===== config.mk =====
export PLATFORM = sky130hd
export DESIGN_NAME = red_eyes_loader
export DESIGN_NICKNAME = d
export VERILOG_FILES = /design/src/rtl/red_eyes_loader.sv
export SDC_FILE = /design/constraint.sdc
export NUM_CORES = 1
export LEC_CHECK = 0
export BUFFER_PORTS_ARGS = -buffer_cell sky130_fd_sc_hd__buf_2
export CORE_ASPECT_RATIO = 0.5
export CORE_MARGIN = 2
export CORE_UTILIZATION = 54
export CTS_BUF_LIST = sky130_fd_sc_hd__clkbuf_4 sky130_fd_sc_hd__clkbuf_8
export CTS_CLUSTER_SIZE = 8
export DETAILED_ROUTE_END_ITERATION = 7
export PLACE_DENSITY = 0.84
export SKIP_CTS_REPAIR_TIMING = 1
export SLEW_MARGIN = 40
export SYNTH_ARGS = -nofsm -noshare
export SYNTH_HDL_FRONTEND = slang
export SYNTH_SLANG_ARGS = --single-unit

===== constraint.sdc =====
create_clock -name CLK -period 2.22 [get_ports CLK]
set_input_delay 0.222 -clock CLK [delete_from_list [all_inputs] [get_ports CLK]]
set_output_delay 0.222 -clock CLK [all_outputs]
set_load 0.03 [all_outputs]

===== src/rtl/red_eyes_loader.sv =====
// Unpacks an MSB-first byte stream into one-pixel-per-cycle writes to a 1-bit layer memory,
// filling linear addresses 0..PIXEL_LIMIT-1. IN_LAST is checked but never changes the length.
module red_eyes_loader #(
   parameter int unsigned X_LIMIT = 240,
   parameter int unsigned Y_LIMIT = 240,
   localparam int unsigned PIXEL_LIMIT = X_LIMIT * Y_LIMIT,
   localparam int unsigned ADDR_W = $clog2(X_LIMIT) + $clog2(Y_LIMIT),
   localparam int unsigned BYTE_LIMIT = (PIXEL_LIMIT + 7) / 8
) (
   input  logic              CLK,
   input  logic              RESET,
   input  logic              START,
   input  logic [7:0]        IN_DATA,
   input  logic              IN_VALID,
   input  logic              IN_LAST,
   output logic              IN_READY,
   output logic [ADDR_W-1:0] WRITE_ROM_ADDRESS,
   output logic              WRITE_ROM_DATA,
   output logic              WRITE_ROM,
   output logic              BUSY,
   output logic              DONE,
   output logic              ERROR
);

   localparam int unsigned BYTE_W = $clog2(BYTE_LIMIT + 1);

   typedef enum logic [1:0] {StIdle, StWaitByte, StShift, StFinish} state_e;

   state_e              state_q, state_d;
   logic [ADDR_W-1:0]   pix_q, pix_d;
   logic [BYTE_W-1:0]   byte_q, byte_d;
   logic [3:0]          bit_q, bit_d;
   logic [7:0]          shift_q, shift_d;
   logic                last_q, last_d;
   logic                ready_q, ready_d;
   logic [ADDR_W-1:0]   addr_q, addr_d;
   logic                data_q, data_d;
   logic                wr_q, wr_d;
   logic                busy_q, busy_d;
   logic                done_q, done_d;
   logic                err_q, err_d;

   logic pix_end, byte_end, emit, emit_bit;

   assign pix_end  = (pix_q == ADDR_W'(PIXEL_LIMIT - 1));
   assign byte_end = (byte_q == BYTE_W'(BYTE_LIMIT - 1));

   always_comb begin
      state_d  = state_q;
      pix_d    = pix_q;
      byte_d   = byte_q;
      bit_d    = bit_q;
      shift_d  = shift_q;
      last_d   = last_q;
      addr_d   = addr_q;
      data_d   = data_q;
      wr_d     = 1'b0;
      err_d    = err_q;
      emit     = 1'b0;
      emit_bit = 1'b0;

      unique case (state_q)
         StIdle: begin
            if (START) begin
               state_d = StWaitByte;
               pix_d   = '0;
               byte_d  = '0;
               last_d  = 1'b0;
               err_d   = 1'b0;
            end
         end
         StWaitByte: begin
            // The handshake cycle already emits bit 7, giving 8 strobes plus one ready cycle.
            if (IN_VALID && ready_q) begin
               if (IN_LAST != byte_end) begin
                  err_d = 1'b1;
               end
               byte_d   = byte_q + BYTE_W'(1);
               shift_d  = {IN_DATA[6:0], 1'b0};
               bit_d    = 4'd1;
               emit     = 1'b1;
               emit_bit = IN_DATA[7];
               state_d  = StShift;
            end
         end
         StShift: begin
            if (last_q) begin
               state_d = StFinish;
            end else if (bit_q == 4'd8) begin
               state_d = StWaitByte;
            end else begin
               shift_d  = {shift_q[6:0], 1'b0};
               bit_d    = bit_q + 4'd1;
               emit     = 1'b1;
               emit_bit = shift_q[7];
            end
         end
         StFinish: begin
            state_d = StIdle;
         end
         default: begin
            state_d = StIdle;
         end
      endcase

      // Counter saturates on the final pixel so the port never sees PIXEL_LIMIT.
      if (emit) begin
         wr_d   = 1'b1;
         addr_d = pix_q;
         data_d = emit_bit;
         last_d = pix_end;
         if (!pix_end) begin
            pix_d = pix_q + ADDR_W'(1);
         end
      end

      ready_d = (state_d == StWaitByte);
      busy_d  = (state_d != StIdle);
      done_d  = (state_d == StFinish);
   end

   always_ff @(posedge CLK) begin
      if (RESET) begin
         state_q <= StIdle;
         pix_q   <= '0;
         byte_q  <= '0;
         bit_q   <= '0;
         shift_q <= '0;
         last_q  <= 1'b0;
         ready_q <= 1'b0;
         addr_q  <= '0;
         data_q  <= 1'b0;
         wr_q    <= 1'b0;
         busy_q  <= 1'b0;
         done_q  <= 1'b0;
         err_q   <= 1'b0;
      end else begin
         state_q <= state_d;
         pix_q   <= pix_d;
         byte_q  <= byte_d;
         bit_q   <= bit_d;
         shift_q <= shift_d;
         last_q  <= last_d;
         ready_q <= ready_d;
         addr_q  <= addr_d;
         data_q  <= data_d;
         wr_q    <= wr_d;
         busy_q  <= busy_d;
         done_q  <= done_d;
         err_q   <= err_d;
      end
   end

   assign IN_READY          = ready_q;
   assign WRITE_ROM_ADDRESS = addr_q;
   assign WRITE_ROM_DATA    = data_q;
   assign WRITE_ROM         = wr_q;
   assign BUSY              = busy_q;
   assign DONE              = done_q;
   assign ERROR             = err_q;

endmodule


==> metrics.yaml, run 1 <==
place.gp.congestion: 0.868
max_slew_margin_pct: 51.8
clockRootBuffer: "clkbuf_8"
grt_max_degree: 29
fin_crit_sh_pct: 98.8
yosys_warnings: 0
wire_per_inst_um: 14.3
worst-endpoint-required_ns: 2.50
drv_cap: 0
dpl.hpwl_um: 4870
wl_met3_um: 335
via_count: 2774
drt-vias-per-instance: 5.77
r2r_slack_ns: 0.03
avgSynthCellArea_um2: 8.34
path_max_fanout: 12
routed.top_layer: "met4"
post-route-min-period_ns: 2.19
cts_buffers: 9
r2r_start: "state_q[1]$_SDFF_PP0_"
fp.dieW_um: 109
cp-start-kind: "register"
ioPinCount: 35
hold_depth: 3
rows: 19
drcViolationCount: 0
drive_gt1_share_pct: 19.4
drt-total-wl_um: 6880
grt_usage_pct: 23.1
tritoncts: "built"
fp.dieH_um: 56.7
ant_nets: 0
worstHoldStart: "IN_DATA[0]"
crit_arrival_ns: 2.47
synthTopCellsByCount: "dfxtp_1, nand2_1, nor2_1, a21oi_1"
fmax_ghz: 0.456
yosys-top-cells-area: "dfxtp_1, nand2_1, a21oi_1"
path_class: "reg -> reg"
drv_slew: 0
core_um2: 5420
setup_violations: 0
grt.overflow.total: 0
min_to: "shift_q[1]$_SDFFE_PP0P_"
leakage_nw: 1.37
port_buffers: 34
synth_area_um2: 3000
yosys_register_bits: 65
fin_util_pct: 65.3
wl_met2_um: 3460
syn-num-nets: 381
dp_cells: 464
cts_sinks: 65
drtPass1Iterations: 6
outcome: "completed"
synthArstFlopShare_pct: 0
fin_nets: 424
post_synth_num_cell_types: 54
grt_pass1_wl_um: 11300
synthCells: 360
max-vdd-ir-drop_mv: 0.347
tightest_slew_ns: 0.716
hold_violations: 0
rsz0062_at_grt: "true"
htree_levels: 3
synth_top_area_share_pct: 43.4
worstRegToRegCells: 7
die-area_um2: 6210
yosysSeqAreaShare_pct: 43.4
cts_buffer_depth: 2
n_antenna_cell: 0
clock_latency_ns: 0.34
synthToLayoutAreaGrowth_pct: 17.8
rr_endpoint: "pix_q[12]$_SDFF_PP0_"
clk_pin_slew_worst_paths_ns: 0.07
power.density_nw_per_um2: 686
synth_largest_area_cell: "dfxtp_1"
grt_antenna_before_repair: 0
start_util_pct: 55.4
synth-edff-count: 0
final_cells: 481
met1Wirelength_um: 2990
yosysMostFrequentCell: "dfxtp_1"
hold_path.class: "in -> reg"
grt_pass1_vias: 2602
cp-end-kind: "register"
ys.flop_type: "dfxtp_1"
dr.first_iter.drc_count: 168
finClkSkew_ns: 0.00872
-- cells in the final DEF, fill, tap and decap left out, types with 11 or more instances in the layout --
cell       n
o21ai_0   11
nand3_1   14
dfxtp_1   65
xor2_1    13
a21oi_1   27
buf_4     18
nor2_1    35
clkbuf_8  11
buf_2     34
nand2_1   61
inv_1     12
-- per-layer routing --
metal	up-vias	GRT usage [%]
li1	1357	-
met3	16	7.43
met2	70	41.0
met5	-	0
met1	1331	26.3
met4	0	7.05
-- power by group --
group	internal [mW]	leakage (nW)	switching, mW	total, mW
Combinational	0.0652	0.743	0.118	0.183
Sequential	1.18	0.525	0.00984	1.19
Clock	0.585	0.102	0.469	1.05
-- how the worst max path moves through the flow --
stage | start | to | slack, ns | cells past startpoint
final | state_q[1]$_SDFF_PP0_ | pix_q[12]$_SDFF_PP0_ | 0.03 | 7
after global routing | state_q[1]$_SDFF_PP0_ | pix_q[6]$_SDFF_PP0_ | -0.08 | 7
after CTS | state_q[1]$_SDFF_PP0_ | pix_q[5]$_SDFF_PP0_ | -0.16 | 7
after detailed placement | state_q[1]$_SDFF_PP0_ | pix_q[5]$_SDFF_PP0_ | -0.13 | 7
after global placement | state_q[1]$_SDFF_PP0_ | pix_q[12]$_SDFF_PP0_ | 0.09 | 7
after floorplan | state_q[1]$_SDFF_PP0_ | pix_q[13]$_SDFF_PP0_ | 0.13 | 9
-- metrics by stage --
stage                     area (um2)  hold slack (ns)  setup WS (ns)  setup TNS, ns  power [mW]
after floorplan                 3000            0.370          0.133              0        1.33
after global placement          3290            0.440         0.0872              0        1.38
after detailed placement        3290            0.447         -0.130         -0.523        1.39
after CTS                       3510            0.121         -0.158         -0.671        2.43
after global routing            3540            0.136        -0.0795         -0.414        2.50
final                           3540            0.124         0.0262              0        2.43
-- flip-flops by register name, summed over array words and instances (netlist names), 2 cells and up --
signal / cells
state_q: 2
bit_q: 4
WRITE_ROM_ADDRESS: 16
shift_q: 7
byte_q: 13
pix_q: 16
-- layout make-up --
cell class | count | area [um2]
Tap cell | 73 | 91.3
Multi-Input combinational cell | 263 | 1580
Clock inverter | 5 | 62.6
Timing Repair Buffer | 52 | 305
Fill cell | 432 | 1880
Sequential cell | 65 | 1300
Clock buffer | 11 | 151
Inverter | 12 | 45.0
-- worst max-delay path: stages (launching register included) --
cell     delay [ns]
dfxtp_1        0.37
inv_1          0.13
ha_1           0.34
nor2b_1        0.21
a32oi_2        0.17
or3_4          0.47
or3_1          0.36
o21ai_1        0.08
-- logic make-up (layout without fill, tap and decap cells) --
| kind of cell | count (synthesis) | in the layout | share of synthesized area [%] |
|---|---|---|---|
| DFF | 65 | 65 | 43.4 |
| muxes | 8 | 8 | 2.67 |
| buffers and inverters | 32 | 80 | 4.75 |
| AOI/OAI and AO/OA | 74 | 74 | 16.0 |
| xor gates and xnor gates | 17 | 17 | 4.96 |
| and+or+nand+nor | 156 | 156 | 24.9 |
| adders and majority gates | 8 | 8 | 3.33 |
Power figures use the tool's default switching activity.
==> run 2, diff against run 1 <==
ABC_AREA = 1   (was default)
CORE_UTILIZATION = 55   (was 54)
PLACE_DENSITY = 0.85   (was 0.84)
==> metrics.yaml, run 2 <==
final_cell_mix: "nand2_1, dfxtp_1, a21oi_1, inv_1, nor2_1"
yosys-top-cells-area: "dfxtp_1, nand2_1, a21oi_1"
path_class: "reg -> reg"
yosysSeqAreaShare_pct: 41.2
clockRootBuffer: "clkbuf_8"
grt_pass1_vias: 2675
hold_path.class: "in -> reg"
path_max_fanout: 14
htree_levels: 3
drtPass1Iterations: 5
ant_nets: 0
syn-num-nets: 467
worstRegToRegCells: 8
drv_cap: 0
synthCells: 446
cp-start-kind: "register"
port_buffers: 34
core_um2: 5520
clock_latency_ns: 0.35
grt_pass1_wl_um: 12000
drt-total-wl_um: 7170
startpoint: "state_q[0]$_SDFF_PP0_"
wire_per_inst_um: 12.8
fin_util_pct: 64.9
drv_slew: 0
hold_depth: 3
synthTopCellsByCount: "nand2_1, dfxtp_1, a21oi_1, inv_1, nor2_1"
drcViolationCount: 0
ys.flop_type: "dfxtp_1"
fin_crit_sh_pct: 88.2
n_antenna_cell: 0
grt.overflow.total: 0
ioPinCount: 35
tightest_slew_ns: 0.427
leakage_nw: 1.44
tritoncts: "built"
dp_slack_ns: 0.280
cp-end-kind: "register"
avgSynthCellArea_um2: 7.08
yosys_register_bits: 65
max-vdd-ir-drop_mv: 0.432
fp.dieH_um: 57.6
yosysMostFrequentCell: "nand2_1"
post_synth_num_cell_types: 32
fp.dieW_um: 111
fin_nets: 505
grt_usage_pct: 23.4
post-route-min-period_ns: 1.96
worstHoldStart: "IN_DATA[0]"
rsz0062_at_grt: "false"
fill_cells: 495
synth_area_um2: 3160
worst_slack_ns: 0.261
clk_pin_slew_worst_paths_ns: 0.07
drive_gt1_share_pct: 14.9
die-area_um2: 6400
grt_max_degree: 25
rr_endpoint: "pix_q[1]$_SDFF_PP0_"
finClkSkew_ns: 0.0117
cts_buffer_depth: 2
start_util_pct: 57.3
r2r_start: "state_q[0]$_SDFF_PP0_"
final_cells: 562
outcome: "completed"
yosys_warnings: 0
setup_violations: 0
r2r_slack_ns: 0.26
via_count: 3019
synthArstFlopShare_pct: 0
synth_top_area_share_pct: 41.2
worst-endpoint-required_ns: 2.50
dp_cells: 546
place.gp.congestion: 0.903
hold_violations: 0
synthToLayoutAreaGrowth_pct: 13.3
crit_arrival_ns: 2.24
synth_largest_area_cell: "dfxtp_1"
grt_antenna_before_repair: 0
synth-edff-count: 0
rows: 19
final_common_cell: "nand2_1"
dpl.hpwl_um: 5010
cts_sinks: 65
fin_setup_tns_ns: 0
max_slew_margin_pct: 71.4
drt-vias-per-instance: 5.37
cts_buffers: 9
dr.first_iter.drc_count: 177
min_to: "shift_q[1]$_SDFFE_PP0P_"
power.density_nw_per_um2: 664
fmax_ghz: 0.511
==> run 2: changes by cell type after synthesis, moves of 9 or more <==
cell | previous run | this run
inv_1 | 12 | 53
o21ai_0 | 11 | 39
a21oi_1 | 27 | 54
nand2_1 | 61 | 87
nand3_1 | 14 | 25
nor2_1 | 36 | 45
xor2_1 | 13 | 4
==> run 2: cell families after synthesis <==
family	after synthesis	synth area share, %
AND/OR/NAND/NOR	191	26.9
AO/OA/AOI/OAI	109	18.7
buffers and inverters	69	8.95
flip-flops	65	41.2
XOR/XNOR	4	1.11
adder cells (fa/ha/maj)	8	3.17
==> run 2: metal layers <==
metal / vias to the layer above / part of all wire (%) / GRT usage, %
li1: 1542 / - / -
met2: 90 / 45 / 37.9
met4: 0 / 1.5 / 7.41
met3: 14 / 5.8 / 7.23
met1: 1373 / 48 / 30.4
met5: - / 0 / 0
==> run 2: per-stage QoR <==
step / hold slack, ns / cell area, um2 / total power [mW]
after CTS: 0.126 / 3580 / 2.40
after global placement: 0.448 / 3390 / 1.47
after floorplan: 0.370 / 3160 / 1.41
after detailed placement: 0.447 / 3390 / 1.47
final: 0.136 / 3580 / 2.38
after global routing: 0.138 / 3580 / 2.48
==> run 2: area by class of cell <==
type | instances | area [um2] | area share [%]
inverter | 56 | 210 | 5.87
tap | 73 | 91.3 | 2.55
clock inverter | 4 | 27.5 | 0.769
timing repair buffer | 40 | 215 | 6.01
multi-input combinational | 312 | 1580 | 44.0
clock buffer | 12 | 159 | 4.44
sequential | 65 | 1300 | 36.4
==> run 2: power by group <==
part / switching (mW) / internal, mW / total (mW) / leakage [nW]
clock network: 0.447 / 0.476 / 0.924 / 0.0880
logic: 0.169 / 0.0729 / 0.242 / 0.830
registers: 0.0163 / 1.20 / 1.21 / 0.526
==> run 2: critical path: stages (launching register included) <==
cell and delay (ns):
dfxtp_1 0.31, inv_1 0.16, ha_1 0.42, nand3_2 0.18, a21boi_4 0.18, nand2_2 0.18
inv_2 0.25, nand2_1 0.08, a21oi_1 0.14
==> run 2: worst max-delay path by stage <==
stage | slack, ns | to
global route | 0.08 | pix_q[1]$_SDFF_PP0_
CTS | 0.28 | pix_q[1]$_SDFF_PP0_
global placement | 0.35 | pix_q[4]$_SDFF_PP0_
finish | 0.26 | pix_q[1]$_SDFF_PP0_
detailed placement | 0.28 | pix_q[15]$_SDFF_PP0_
floorplan | 0.64 | byte_q[9]$_SDFFE_PP0P_
==> run 3, diff against run 2 <==
GPL_ROUTABILITY_DRIVEN = 0   (was default)
REMOVE_ABC_BUFFERS = 1   (was default)
==> metrics.yaml, run 3 (synthesis results as in run 2) <==
outcome: "completed"
htree_levels: 3
worstRegToRegCells: 8
core_um2: 5520
hold_depth: 3
dr.first_iter.drc_count: 131
hold_path.class: "in -> reg"
p_switching_mw: 0.633
tritoncts: "built"
clock_latency_ns: 0.34
clockRootBuffer: "clkbuf_8"
drive_gt1_share_pct: 14.9
final_common_cell: "nand2_1"
finClkSkew_ns: 0.00943
ant_nets: 0
cts_buffer_depth: 2
grt_antenna_before_repair: 0
p_comb_share_pct: 9.8
final_cell_mix: "nand2_1, dfxtp_1, a21oi_1, inv_1, nor2_1"
max-vdd-ir-drop_mv: 0.321
switching_share_pct: 26.4
max_slew_margin_pct: 70.3
synthToLayoutAreaGrowth_pct: 13.4
crit_arrival_ns: 2.23
fp.dieH_um: 57.6
rows: 19
hold_violations: 0
drt-vias-per-instance: 5.36
cp_num_cells: 8
path_max_fanout: 35
dp_slack_ns: 0.250
drv_cap: 0
seqPwrFrac_pct: 50.6
cts_sinks: 65
grt_pass1_vias: 2645
tightest_slew_ns: 0.444
crit_family: "simple AND/OR/NAND/NOR gates"
crit_chain: "inv_1 > ha_1 > nand2_2 > a21boi_4 > buf_4 > nand2_1 > nor3b_1 > nor2_1"
fin_crit_sh_pct: 90.0
drt-total-wl_um: 6670
fin_setup_tns_ns: 0
slowest_delay_ns: 0.35
fp.dieW_um: 111
wire_per_inst_um: 11.9
grt_pass1_wl_um: 11300
cts_buffers: 9
path_class: "reg -> reg"
port_buffers: 34
path_buf_inv: 2
cp-end-kind: "register"
fin_nets: 505
grt_usage_pct: 21.8
power.share.clock_pct: 39.6
die-area_um2: 6400
ioPinCount: 35
fmax_ghz: 0.501
start_util_pct: 57.3
clk_pin_slew_worst_paths_ns: 0.07
grt.overflow.total: 0
leakage_nw: 1.45
crit_path_top_delay_cell: "ha_1"
drcViolationCount: 0
via_count: 3013
grt_max_degree: 36
internal_power_mw: 1.76
dpl.hpwl_um: 4650
worst_slack_ns: 0.223
worst-endpoint-required_ns: 2.45
post-route-min-period_ns: 2.00
n_antenna_cell: 0
rsz0062_at_grt: "false"
power.density_nw_per_um2: 669
setup_violations: 0
drtPass1Iterations: 4
cp-start-kind: "register"
drv_slew: 0
[run 3: worst reg2reg max path: cells and delay by family, from the launching register on]
family	cells	cell delay [ns]
compound gates	1	0.19
flops	1	0.33
buf+inv	2	0.44
simple gates	4	0.58
fa+ha+maj	1	0.35
[run 3: final cells by class]
cell class	instances	area [um2]
clock buffers	13	166
repair buffers	40	215
flip-flops and latches	65	1300
clock inverters	3	23.8
multi-input cells	312	1580
well taps	73	91.3
inverters	56	210
fillers	477	1930
[run 3: layer usage]
layer / share of wire, % / track usage (%) / up-vias
met5: 0 / 0 / -
met2: 47 / 38.2 / 77
li1: - / - / 1547
met1: 46 / 26.0 / 1378
met3: 5.6 / 6.48 / 11
met4: 0.85 / 7.76 / 0
[run 3: path summary, 6_finish.rpt]
check / start / to / slack [ns]
worst max register to register: state_q[1]$_SDFF_PP0_ / pix_q[7]$_SDFF_PP0_ / 0.22
worst min-delay path: IN_DATA[5] / shift_q[6]$_SDFFE_PP0P_ / 0.14
worst min register to register: WRITE_ROM_ADDRESS[11]$_SDFFE_PP0P_ / WRITE_ROM_ADDRESS[11]$_SDFFE_PP0P_ / 0.47
worst max-delay path: state_q[1]$_SDFF_PP0_ / pix_q[7]$_SDFF_PP0_ / 0.22
[run 3: power by group through the flow]
| stage | logic [mW] | clock network [mW] | registers, mW |
|---|---|---|---|
| floorplan | 0.132 | 0 | 1.26 |
| global placement | 0.229 | 0 | 1.24 |
| detailed placement | 0.233 | 0 | 1.24 |
| CTS | 0.235 | 0.962 | 1.21 |
| global route | 0.261 | 1.02 | 1.22 |
| finish | 0.234 | 0.949 | 1.21 |
[run 3: per-stage QoR]
step / std cells / cell area, um2 / hold WS, ns / utilization, % / total power, mW
CTS: 562 / 3580 / 0.126 / 65.0 / 2.41
global placement: 546 / 3390 / 0.452 / 61.5 / 1.47
detailed placement: 546 / 3390 / 0.459 / 61.5 / 1.47
global route: 562 / 3580 / 0.135 / 65.0 / 2.50
finish: 562 / 3580 / 0.138 / 65.0 / 2.40
floorplan: 433 / 3090 / 0.291 / - / 1.39
